File: src/rtl/image_pipe_pkg.sv
// Shared types, handshake constants and helpers for the image_pipe stages.
package image_pipe_pkg;

    // Widest lane count any image_pipe stage may be built with.
    localparam int KEEP_MAX = 64;

    localparam logic HS_ASSERT   = 1'b1;
    localparam logic HS_DEASSERT = 1'b0;

    typedef struct packed {
        logic valid;
        logic last;
    } hs_flags_t;

    // Lane index width: a single lane still needs one bit to hold index 0.
    function automatic int lane_w(input int ratio);
        return (ratio > 1) ? $clog2(ratio) : 1;
    endfunction

    function automatic logic [KEEP_MAX-1:0] keep_mask(input int k);
        logic [KEEP_MAX-1:0] m;
        m = '0;
        for (int i = 0; i < KEEP_MAX; i++) begin
            if (i <= k) begin
                m[i] = 1'b1;
            end
        end
        return m;
    endfunction

endpackage

File: src/rtl/image_pipe_pack_if.sv
// Valid/end/busy handshake bundle of the width-packing stage.
// slave = the packing stage itself, master = the environment around it.
interface image_pipe_pack_if #(
    parameter int DW_IN = 8,
    parameter int RATIO = 4
);
    localparam int DW_OUT = DW_IN * RATIO;

    logic [DW_IN-1:0]  is_data_in;
    logic              is_valid_in;
    logic              is_end_in;
    logic              is_busy_out;
    logic [DW_OUT-1:0] im_data_out;
    logic              im_valid_out;
    logic              im_end_out;
    logic [RATIO-1:0]  im_keep_out;
    logic              im_busy_in;

    modport slave (
        input  is_data_in,
        input  is_valid_in,
        input  is_end_in,
        output is_busy_out,
        output im_data_out,
        output im_valid_out,
        output im_end_out,
        output im_keep_out,
        input  im_busy_in
    );

    modport master (
        output is_data_in,
        output is_valid_in,
        output is_end_in,
        input  is_busy_out,
        input  im_data_out,
        input  im_valid_out,
        input  im_end_out,
        input  im_keep_out,
        output im_busy_in
    );

endinterface

File: src/rtl/image_pipe_out_reg.sv
// Output holding register for image_pipe stages: holds data/end/keep while
// downstream stalls and back-pressures the upstream side.
module image_pipe_out_reg
    import image_pipe_pkg::*;
#(
    parameter int DW = 32,
    parameter int KW = 4
) (
    input  logic          clk,
    input  logic          rst_n,
    input  logic          load_i,
    input  logic [DW-1:0] data_i,
    input  logic          end_i,
    input  logic [KW-1:0] keep_i,
    input  logic          busy_i,
    output logic          valid_o,
    output logic [DW-1:0] data_o,
    output logic          end_o,
    output logic [KW-1:0] keep_o,
    output logic          busy_o,
    output logic          xfer_o
);

    logic          valid_q, valid_d;
    logic [DW-1:0] data_q,  data_d;
    logic          end_q,   end_d;
    logic [KW-1:0] keep_q,  keep_d;

    always_ff @(posedge clk or negedge rst_n) begin
        if (!rst_n) begin
            valid_q <= HS_DEASSERT;
            data_q  <= '0;
            end_q   <= 1'b0;
            keep_q  <= '0;
        end else begin
            valid_q <= valid_d;
            data_q  <= data_d;
            end_q   <= end_d;
            keep_q  <= keep_d;
        end
    end

    // A load only arrives when the register is empty or draining this cycle,
    // so loading over a transfer gives the zero-bubble reload.
    always_comb begin
        valid_d = valid_q;
        data_d  = data_q;
        end_d   = end_q;
        keep_d  = keep_q;
        if (load_i) begin
            valid_d = HS_ASSERT;
            data_d  = data_i;
            end_d   = end_i;
            keep_d  = keep_i;
        end else if (xfer_o) begin
            valid_d = HS_DEASSERT;
        end
    end

    assign xfer_o  = valid_q && !busy_i;
    assign busy_o  = valid_q && busy_i;
    assign valid_o = valid_q;
    assign data_o  = data_q;
    assign end_o   = end_q;
    assign keep_o  = keep_q;

endmodule

File: src/rtl/image_pipe_pack.sv
// Width-packing stage: gathers RATIO narrow beats into one wide word,
// flushing a zero-padded partial word with a keep mask at end of frame.
module image_pipe_pack
    import image_pipe_pkg::*;
#(
    parameter int DW_IN     = 8,
    parameter int RATIO     = 4,
    parameter int LSB_FIRST = 1,
    parameter int FCW       = 16
) (
    input  logic              clk,
    input  logic              rst_n,
    image_pipe_pack_if.slave  bus,
    output logic [FCW-1:0]    stat_frame_cnt
);

    localparam int DW_OUT = DW_IN * RATIO;
    localparam int LW     = lane_w(RATIO);

    typedef logic [LW-1:0] lane_idx_t;

    lane_idx_t         lane_q, lane_d;
    logic [DW_OUT-1:0] acc_q,  acc_d;
    logic [FCW-1:0]    cnt_q,  cnt_d;

    logic              busy_w;
    logic              accept_w;
    logic              complete_w;
    logic              xfer_w;
    logic [DW_OUT-1:0] word_w;
    logic [RATIO-1:0]  keep_w;

    assign accept_w   = bus.is_valid_in && !busy_w;
    assign complete_w = accept_w && ((lane_q == lane_idx_t'(RATIO - 1)) || bus.is_end_in);
    assign keep_w     = RATIO'(keep_mask(int'(lane_q)));

    // Accumulator with the incoming beat merged into its lane's bit slot.
    generate
        for (genvar gi = 0; gi < RATIO; gi++) begin : g_lane
            localparam int POS = (LSB_FIRST != 0) ? gi : (RATIO - 1 - gi);
            assign word_w[POS*DW_IN +: DW_IN] =
                (accept_w && (lane_q == lane_idx_t'(gi))) ? bus.is_data_in
                                                           : acc_q[POS*DW_IN +: DW_IN];
        end
    endgenerate

    always_ff @(posedge clk or negedge rst_n) begin
        if (!rst_n) begin
            lane_q <= '0;
            acc_q  <= '0;
            cnt_q  <= '0;
        end else begin
            lane_q <= lane_d;
            acc_q  <= acc_d;
            cnt_q  <= cnt_d;
        end
    end

    always_comb begin
        lane_d = lane_q;
        acc_d  = acc_q;
        if (complete_w) begin
            lane_d = '0;
            acc_d  = '0;
        end else if (accept_w) begin
            lane_d = lane_q + 1'b1;
            acc_d  = word_w;
        end
    end

    always_comb begin
        cnt_d = cnt_q;
        if (xfer_w && bus.im_end_out) begin
            cnt_d = cnt_q + 1'b1;
        end
    end

    assign stat_frame_cnt = cnt_q;

    image_pipe_out_reg #(
        .DW (DW_OUT),
        .KW (RATIO)
    ) u_out_reg (
        .clk     (clk),
        .rst_n   (rst_n),
        .load_i  (complete_w),
        .data_i  (word_w),
        .end_i   (bus.is_end_in),
        .keep_i  (keep_w),
        .busy_i  (bus.im_busy_in),
        .valid_o (bus.im_valid_out),
        .data_o  (bus.im_data_out),
        .end_o   (bus.im_end_out),
        .keep_o  (bus.im_keep_out),
        .busy_o  (busy_w),
        .xfer_o  (xfer_w)
    );

    assign bus.is_busy_out = busy_w;

endmodule

File: src/flat_wrapper.sv
// flat-port wrapper written by rule: the top's interface ports become plain ports
module image_pipe_pack_flat import image_pipe_pkg::*;
#(
    parameter int DW_IN     = 8,
    parameter int RATIO     = 4,
    parameter int LSB_FIRST = 1,
    parameter int FCW       = 16
)
  (clk, rst_n, stat_frame_cnt, bus_is_data_in, bus_is_valid_in, bus_is_end_in, bus_is_busy_out, bus_im_data_out, bus_im_valid_out, bus_im_end_out, bus_im_keep_out, bus_im_busy_in);
  image_pipe_pack_if #(.DW_IN(DW_IN), .RATIO(RATIO)) bus_i ();
  input  logic clk;
  input  logic rst_n;
  output logic [FCW-1:0] stat_frame_cnt;
  input wire logic [$bits(bus_i.is_data_in)-1:0] bus_is_data_in;
  input wire logic [$bits(bus_i.is_valid_in)-1:0] bus_is_valid_in;
  input wire logic [$bits(bus_i.is_end_in)-1:0] bus_is_end_in;
  output wire logic [$bits(bus_i.is_busy_out)-1:0] bus_is_busy_out;
  output wire logic [$bits(bus_i.im_data_out)-1:0] bus_im_data_out;
  output wire logic [$bits(bus_i.im_valid_out)-1:0] bus_im_valid_out;
  output wire logic [$bits(bus_i.im_end_out)-1:0] bus_im_end_out;
  output wire logic [$bits(bus_i.im_keep_out)-1:0] bus_im_keep_out;
  input wire logic [$bits(bus_i.im_busy_in)-1:0] bus_im_busy_in;
  assign bus_i.is_data_in = bus_is_data_in;
  assign bus_i.is_valid_in = bus_is_valid_in;
  assign bus_i.is_end_in = bus_is_end_in;
  assign bus_is_busy_out = bus_i.is_busy_out;
  assign bus_im_data_out = bus_i.im_data_out;
  assign bus_im_valid_out = bus_i.im_valid_out;
  assign bus_im_end_out = bus_i.im_end_out;
  assign bus_im_keep_out = bus_i.im_keep_out;
  assign bus_i.im_busy_in = bus_im_busy_in;
  image_pipe_pack #(.DW_IN(DW_IN), .RATIO(RATIO), .LSB_FIRST(LSB_FIRST), .FCW(FCW)) u_core (.clk(clk), .rst_n(rst_n), .bus(bus_i), .stat_frame_cnt(stat_frame_cnt));
endmodule
File: config.mk
export PLATFORM = sky130hd
export DESIGN_NAME = image_pipe_pack_flat
export DESIGN_NICKNAME = d
export VERILOG_FILES = /design/src/rtl/image_pipe_pkg.sv /design/src/rtl/image_pipe_pack_if.sv /design/src/rtl/image_pipe_out_reg.sv /design/src/rtl/image_pipe_pack.sv /design/src/flat_wrapper.sv
export SDC_FILE = /design/constraint.sdc
export NUM_CORES = 1
export LEC_CHECK = 0
export BUFFER_PORTS_ARGS = -buffer_cell sky130_fd_sc_hd__buf_2
export CAP_MARGIN = 15
export CORE_UTILIZATION = 62
export CTS_BUF_LIST = sky130_fd_sc_hd__clkbuf_4
export CTS_CLUSTER_SIZE = 25
export DETAILED_ROUTE_END_ITERATION = 16
export GPL_TIMING_DRIVEN = 0
export MAX_ROUTING_LAYER = met4
export PLACE_DENSITY_LB_ADDON = 0.3
export SLEW_MARGIN = 25
export SYNTH_ARGS = -nofsm -noshare
export SYNTH_HDL_FRONTEND = slang
export SYNTH_SLANG_ARGS = --single-unit
File: constraint.sdc
create_clock -name clk -period 2.7 [get_ports clk]
set_input_delay 0.405 -clock clk [delete_from_list [all_inputs] [get_ports clk]]
set_output_delay 0.405 -clock clk [all_outputs]
set_load 0.01 [all_outputs]
Word level (Yosys, flattened, before mapping)
Index checks and enable logic that the tools add are counted.
{ "word_totals": {"regBits": 88} }
{ "classes": {"n_reduce_logical": 15, "n_lt_le_gt_ge": 3, "mux": 13, "n_addsub": 2, "n_eq_ne": 3} }
{ "op_table": {"columns": ["cell", "n"], "rows": [
  ["two-way mux 32 bit", 2],
  ["two-way mux 8 bit", 4],
  ["adder 16 x 1 -> 16 bit (second input constant)", 1],
  ["logical AND 1 bit", 9],
  ["two-way mux 1 bit", 5],
  ["== test 2 bit (second input constant)", 2],
  ["<= comparator 2 bit (first input constant)", 2],
  ["two-way mux 2 bit", 2],
  ["nonzero test 2 bit", 2],
  ["adder 2 x 1 -> 2 bit (second input constant)", 1],
  ["== test 2 x 1 -> 1 bit (second input constant)", 1],
  ["<= comparator 1 x 2 -> 1 bit (first input constant)", 1],
  ["logical NOT 1 bit", 2],
  ["logical NOT 2 bit", 1],
  ["logical OR 1 bit", 1]
]} }

Longest topological paths before layout
{ "depth": {"word_depth": 7, "depth_mapped": 6, "mapped_depth_nobuf": 5} }

Modules after synthesis
From an unflattened synthesis, not the netlist that was laid out.
{ "hier_totals": {"cells_unflattened": 271, "area_unflattened_um2": 3921.3} }
{ "by_module_without_submodules": {"columns": ["module", "cells_per_inst", "seq_area_each_um2", "n_inst", "area_per_inst_um2"], "rows": [
  ["image_pipe_pack", 189, 1251.2, 1, 2423.6],
  ["image_pipe_out_reg", 82, 950.9, 1, 1497.7]
]} }

Worst setup path before layout
No wires, ideal clock.
{ "synth_path": {"kind": "register to register", "startpoint": "reg u_core.lane_q[0]", "endpoint": "reg u_core.acc_q[16]", "arrival_time_ns": 1.424, "setup_ns": 0.067, "synth_period_minus_slack_ns": 1.491, "setup_slack_ns": 1.209, "path_buffers": 0, "path_stages_with_launch": 5, "cell_sequence": "dfrtp_1 -> ha_1 -> or2_1 -> o21ai_1 -> a22o_1"} }
{ "synth_via": {"elab_chain_cells": 5, "elab_cells_between_ends": 9, "classes_between": "eq/ne (2); mux (3); reduce/logical (4)"} }
{ "synth_rtl": {"columns": ["element", "line", "text"], "rows": [
  ["from (decl)", "image_pipe_pack.sv:22", "lane_idx_t lane_q, lane_d;"],
  ["from (signal assigned)", "image_pipe_pack.sv:53", "lane_q <= lane_d;"],
  ["== test 2 bit", "image_pipe_pack.sv:42", "(accept_w && (lane_q == lane_idx_t'(gi))) ? bus.is_data_in"],
  ["logical AND 1 bit", "image_pipe_pack.sv:42", null],
  ["two-way mux 8 bit", "image_pipe_pack.sv:42", null],
  ["two-way mux 32 bit", "image_pipe_pack.sv:65", "end else if (accept_w) begin"],
  ["two-way mux 32 bit", "image_pipe_pack.sv:62", "if (complete_w) begin"],
  ["to (signal assigned)", "image_pipe_pack.sv:50", "acc_q <= '0;"],
  ["to (signal assigned)", "image_pipe_pack.sv:54", "acc_q <= acc_d;"],
  ["to (decl)", "image_pipe_pack.sv:23", "logic [DW_OUT-1:0] acc_q, acc_d;"]
]} }
Several ways; a longest one is shown, not always the timed one. The select of a mux whose other input is x is not followed.
A chain may end at the register's enable or synchronous reset.

Worst setup path in the final report
{ "layout_path": {"startpoint": "reg u_core.lane_q[0]", "endpoint": "reg u_core.u_out_reg.data_q[2] (netlist: u_core.u_out_reg.data_o[2])"} }
{ "layout_via": {"elab_chain_cells": 3, "elab_cells_between_ends": 6, "classes_between": "eq/ne (1); mux (1); reduce/logical (4)"} }
{ "layout_rtl": {"columns": ["element", "line", "text"], "rows": [
  ["logical NOT 2 bit or == test 2 bit (tied branches)", "image_pipe_pack.sv:42, image_pipe_pack.sv:34", null],
  ["logical AND 1 bit or logical OR 1 bit (tied branches)", "image_pipe_pack.sv:42, image_pipe_pack.sv:34", null],
  ["two-way mux 8 bit or logical AND 1 bit (tied branches)", "image_pipe_pack.sv:42, image_pipe_pack.sv:34", null],
  ["to (signal assigned)", "image_pipe_out_reg.sv:37", "data_q <= data_d;"],
  ["to (decl)", "image_pipe_out_reg.sv:25", "logic [DW-1:0] data_q, data_d;"]
]} }
Several ways; a longest one is shown, not always the timed one.

==> impl_metrics.json <==
{
  "synth_area_leaders": "dfrtp_1 60%, mux2i_1 6.5%, a22o_1 5.7%, nand2_1 4.0%, o21ai_0 3.9%",
  "cpMaxStageDelayCell": "dfrtp_1",
  "grt_pass1_vias": 2610,
  "die_w_um": 79.1,
  "cpPeakStageDelay_ns": 0.42,
  "pwr_density_cell_mw_per_mm2": 793,
  "synth.most_common_cell": "dfrtp_1",
  "cts_buffer_depth": 2,
  "synthArstFlopShare_pct": 100,
  "drt_iter0_drc": 275,
  "grt_overflow_total": 0,
  "synth_common_cells": "88 x dfrtp_1, 39 x nand2_1, 29 x o21ai_0, 24 x a22o_1, 24 x mux2i_1",
  "criticalPathCategory": "flip-flop to flip-flop",
  "yosys_register_bits": 88,
  "coreArea_mm2": 0.00561,
  "die_area_mm2": 0.00626,
  "routabilityCongestion": 0.848,
  "antennaDiodeCount": 0,
  "slew_headroom_pct": 56.6,
  "period_share_pct": 67.3,
  "post-route-drc-count": 0,
  "vdd_drop_max_mv": 0.584,
  "power_switching_mw": 1.09,
  "grt_max_degree": 53,
  "fillers": 390,
  "cp_common_cell": "nand2_1",
  "tightest_slew_ns": 0.652,
  "min_path_type": "input port to flip-flop",
  "drv_cap": 0,
  "synth.cell_area_mm2": 0.00369,
  "wirelength_mm": 8.09,
  "finalHoldViolations": 0,
  "clockRootBuffer": "clkbuf_4",
  "clk_pin_slew_worst_paths_ns": 0.14,
  "numCtsBuffers": 9,
  "ys_types": 31,
  "portBuffers": 67,
  "grtUsageTotal_pct": 29.0,
  "worstPathRequired_ns": 3.05,
  "rows": 27,
  "syn_inst": 313,
  "synth_top_area_share_pct": 59.7,
  "power_frac_comb_pct": 25.3,
  "tritoncts": "built",
  "ys.flop_type": "dfrtp_1",
  "ys_warn_count": 0,
  "avgSynthCellArea_um2": 11.8,
  "finalCriticalPeriod_ns": 1.82,
  "drv_slew": 0,
  "arrival_ns": 2.16,
  "seqPwrFrac_pct": 50.8,
  "nets": 411,
  "hold_ws_ns": 0.273,
  "h-tree-depth": 3,
  "io_pins": 68,
  "drtPass1Iterations": 4,
  "vias": 2783,
  "die_h_um": 79.1,
  "dp_hpwl_mm": 5.51,
  "drive_gt1_share_pct": 26.1,
  "p_clk_share_pct": 23.9,
  "clock_skew_ns": 0.0127,
  "leakage_nw": 2.21,
  "path_cells": "ha_1 > or2_1 > nand2_1 > buf_2 > nand2_1 > o21ai_0",
  "p_int_mw": 2.32,
  "start_util_pct": 65.8,
  "antenna_found_initial": 0,
  "cts_sinks": 88,
  "rsz0062_at_grt": "no",
  "grt_pass1_wl_mm": 13.1,
  "clkLatencyLatePin_ns": 0.43,
  "wl_per_cell_um": 17.2,
  "outcome": "finished, final reports clean",
  "sw_frac_of_total_pct": 32.0,
  "syn2layout_area_growth_pct": 16.7,
  "path_max_fanout": 10,
  "synth_top_area_cell": "dfrtp_1",
  "ys_seq_area_share_pct": 59.7,
  "fmax_mhz": 551,
  "start_kind": "flip-flop",
  "cts_setup_buffers": 0,
  "synth-edff-count": 0,
  "setup_viol_count_final": 0,
  "final_antenna_net_count": 0,
  "end_kind": "flip-flop",
  "finalSetupTns_ns": 0,
  "viasPerCell": 5.92,
  "syn_nets": 331
}
[critical path, delay by kind of cell (launching register included)]
family | cells | cell delay (ns)
adders and majority gates | 1 | 0.26
AOI/OAI and AO/OA | 1 | 0.10
and+or+nand+nor | 3 | 0.66
buffers and inverters | 1 | 0.29
DFF | 1 | 0.42
[worst paths after layout]
check	startpoint	to	slack, ns	cells past startpoint
worst min register to register	u_core.stat_frame_cnt[15]$_DFFE_PN0P_	u_core.stat_frame_cnt[15]$_DFFE_PN0P_	0.48	1
worst max-delay path	u_core.lane_q[0]$_DFFE_PN0P_	u_core.u_out_reg.data_o[2]$_DFFE_PN0P_	0.88	6
worst min-delay path	bus_im_busy_in	u_core.u_out_reg.valid_o$_DFFE_PN0P_	0.27	3
worst max register to register	u_core.lane_q[0]$_DFFE_PN0P_	u_core.u_out_reg.data_o[2]$_DFFE_PN0P_	0.88	6
max in group asynchronous	rst_n	u_core.acc_q[7]$_DFFE_PN0P_	1.55	3
min in group asynchronous	rst_n	u_core.stat_frame_cnt[15]$_DFFE_PN0P_	0.53	2
[flip-flops by register name, indices dropped and copies added (netlist names)]
| name | cells |
|---|---|
| u_core.acc_q | 32 |
| u_core.u_out_reg.end_o | 1 |
| u_core.lane_q | 2 |
| u_core.u_out_reg.valid_o | 1 |
| u_core.u_out_reg.keep_o | 4 |
| u_core.stat_frame_cnt | 16 |
| u_core.u_out_reg.data_o | 32 |
[area by class of cell]
type / instances / area [um^2] / area share, %
multi-input combinational: 205 / 1380 / 32.0
sequential: 88 / 2200 / 51.1
clock inverter: 6 / 83.8 / 1.95
buffer: 16 / 93.8 / 2.18
inverter: 4 / 15.0 / 0.349
clock buffer: 10 / 75.1 / 1.74
tap: 72 / 90.1 / 2.09
timing repair buffer: 69 / 368 / 8.54
[metrics by stage]
stage / instances / setup WS (ns) / util [%] / cell area [um^2] / power, mW
global placement: 452 / 0.536 / 73.4 / 4110 / 2.57
finish: 470 / 0.884 / 76.8 / 4310 / 3.41
detailed placement: 453 / 0.943 / 73.8 / 4140 / 2.62
global route: 470 / 0.784 / 76.8 / 4310 / 3.59
floorplan: 313 / 1.21 / - / 3690 / 2.26
CTS: 470 / 0.889 / 76.8 / 4310 / 3.43
[power groups by stage]
stage / combinational (mW) / clock, mW / sequential, mW
final: 0.862 / 0.816 / 1.73
after global routing: 0.951 / 0.881 / 1.76
after CTS: 0.874 / 0.825 / 1.73
after detailed placement: 0.864 / 0 / 1.76
after global placement: 0.828 / 0 / 1.74
after floorplan: 0.435 / 0 / 1.82
[layout by cell type, fill, tap and decap left out, types with 8 or more instances in the layout]
cell,count
dfrtp_1,88
buf_2,78
nand2_1,39
o21ai_0,29
a22o_1,24
mux2i_1,24
o22ai_1,15
xnor2_1,12
clkbuf_4,10
nand3_1,9
a21oi_1,8
and2_1,8
[logic make-up after synthesis]
logic type               Yosys count  synth area share (%)
flip-flops                        88                  59.7
AND/OR/NAND/NOR                   81                  11.4
AO/OA/AOI/OAI                     80                  14.2
multiplexers                      24                  6.51
buffers and inverters             20                  2.95
XOR/XNOR                          15                  3.56
adder cells (fa/ha/maj)            5                  1.70
[metal layers]
| metal | global-route usage, % | part of all wire, % | up-vias |
|---|---|---|---|
| li1 | - | - | 1270 |
| met1 | 40.0 | 42 | 1411 |
| met2 | 42.6 | 49 | 87 |
| met3 | 5.63 | 6.9 | 15 |
| met4 | 12.0 | 1.7 | 0 |
| met5 | - | 0 | - |
[timing repair]
action / 4_1_cts / 5_1_grt
hold endpoints to repair: 4 / 0
hold buffers: 1 / 0
resized for setup: 0 / 0
(Power assumes the default switching activity.)
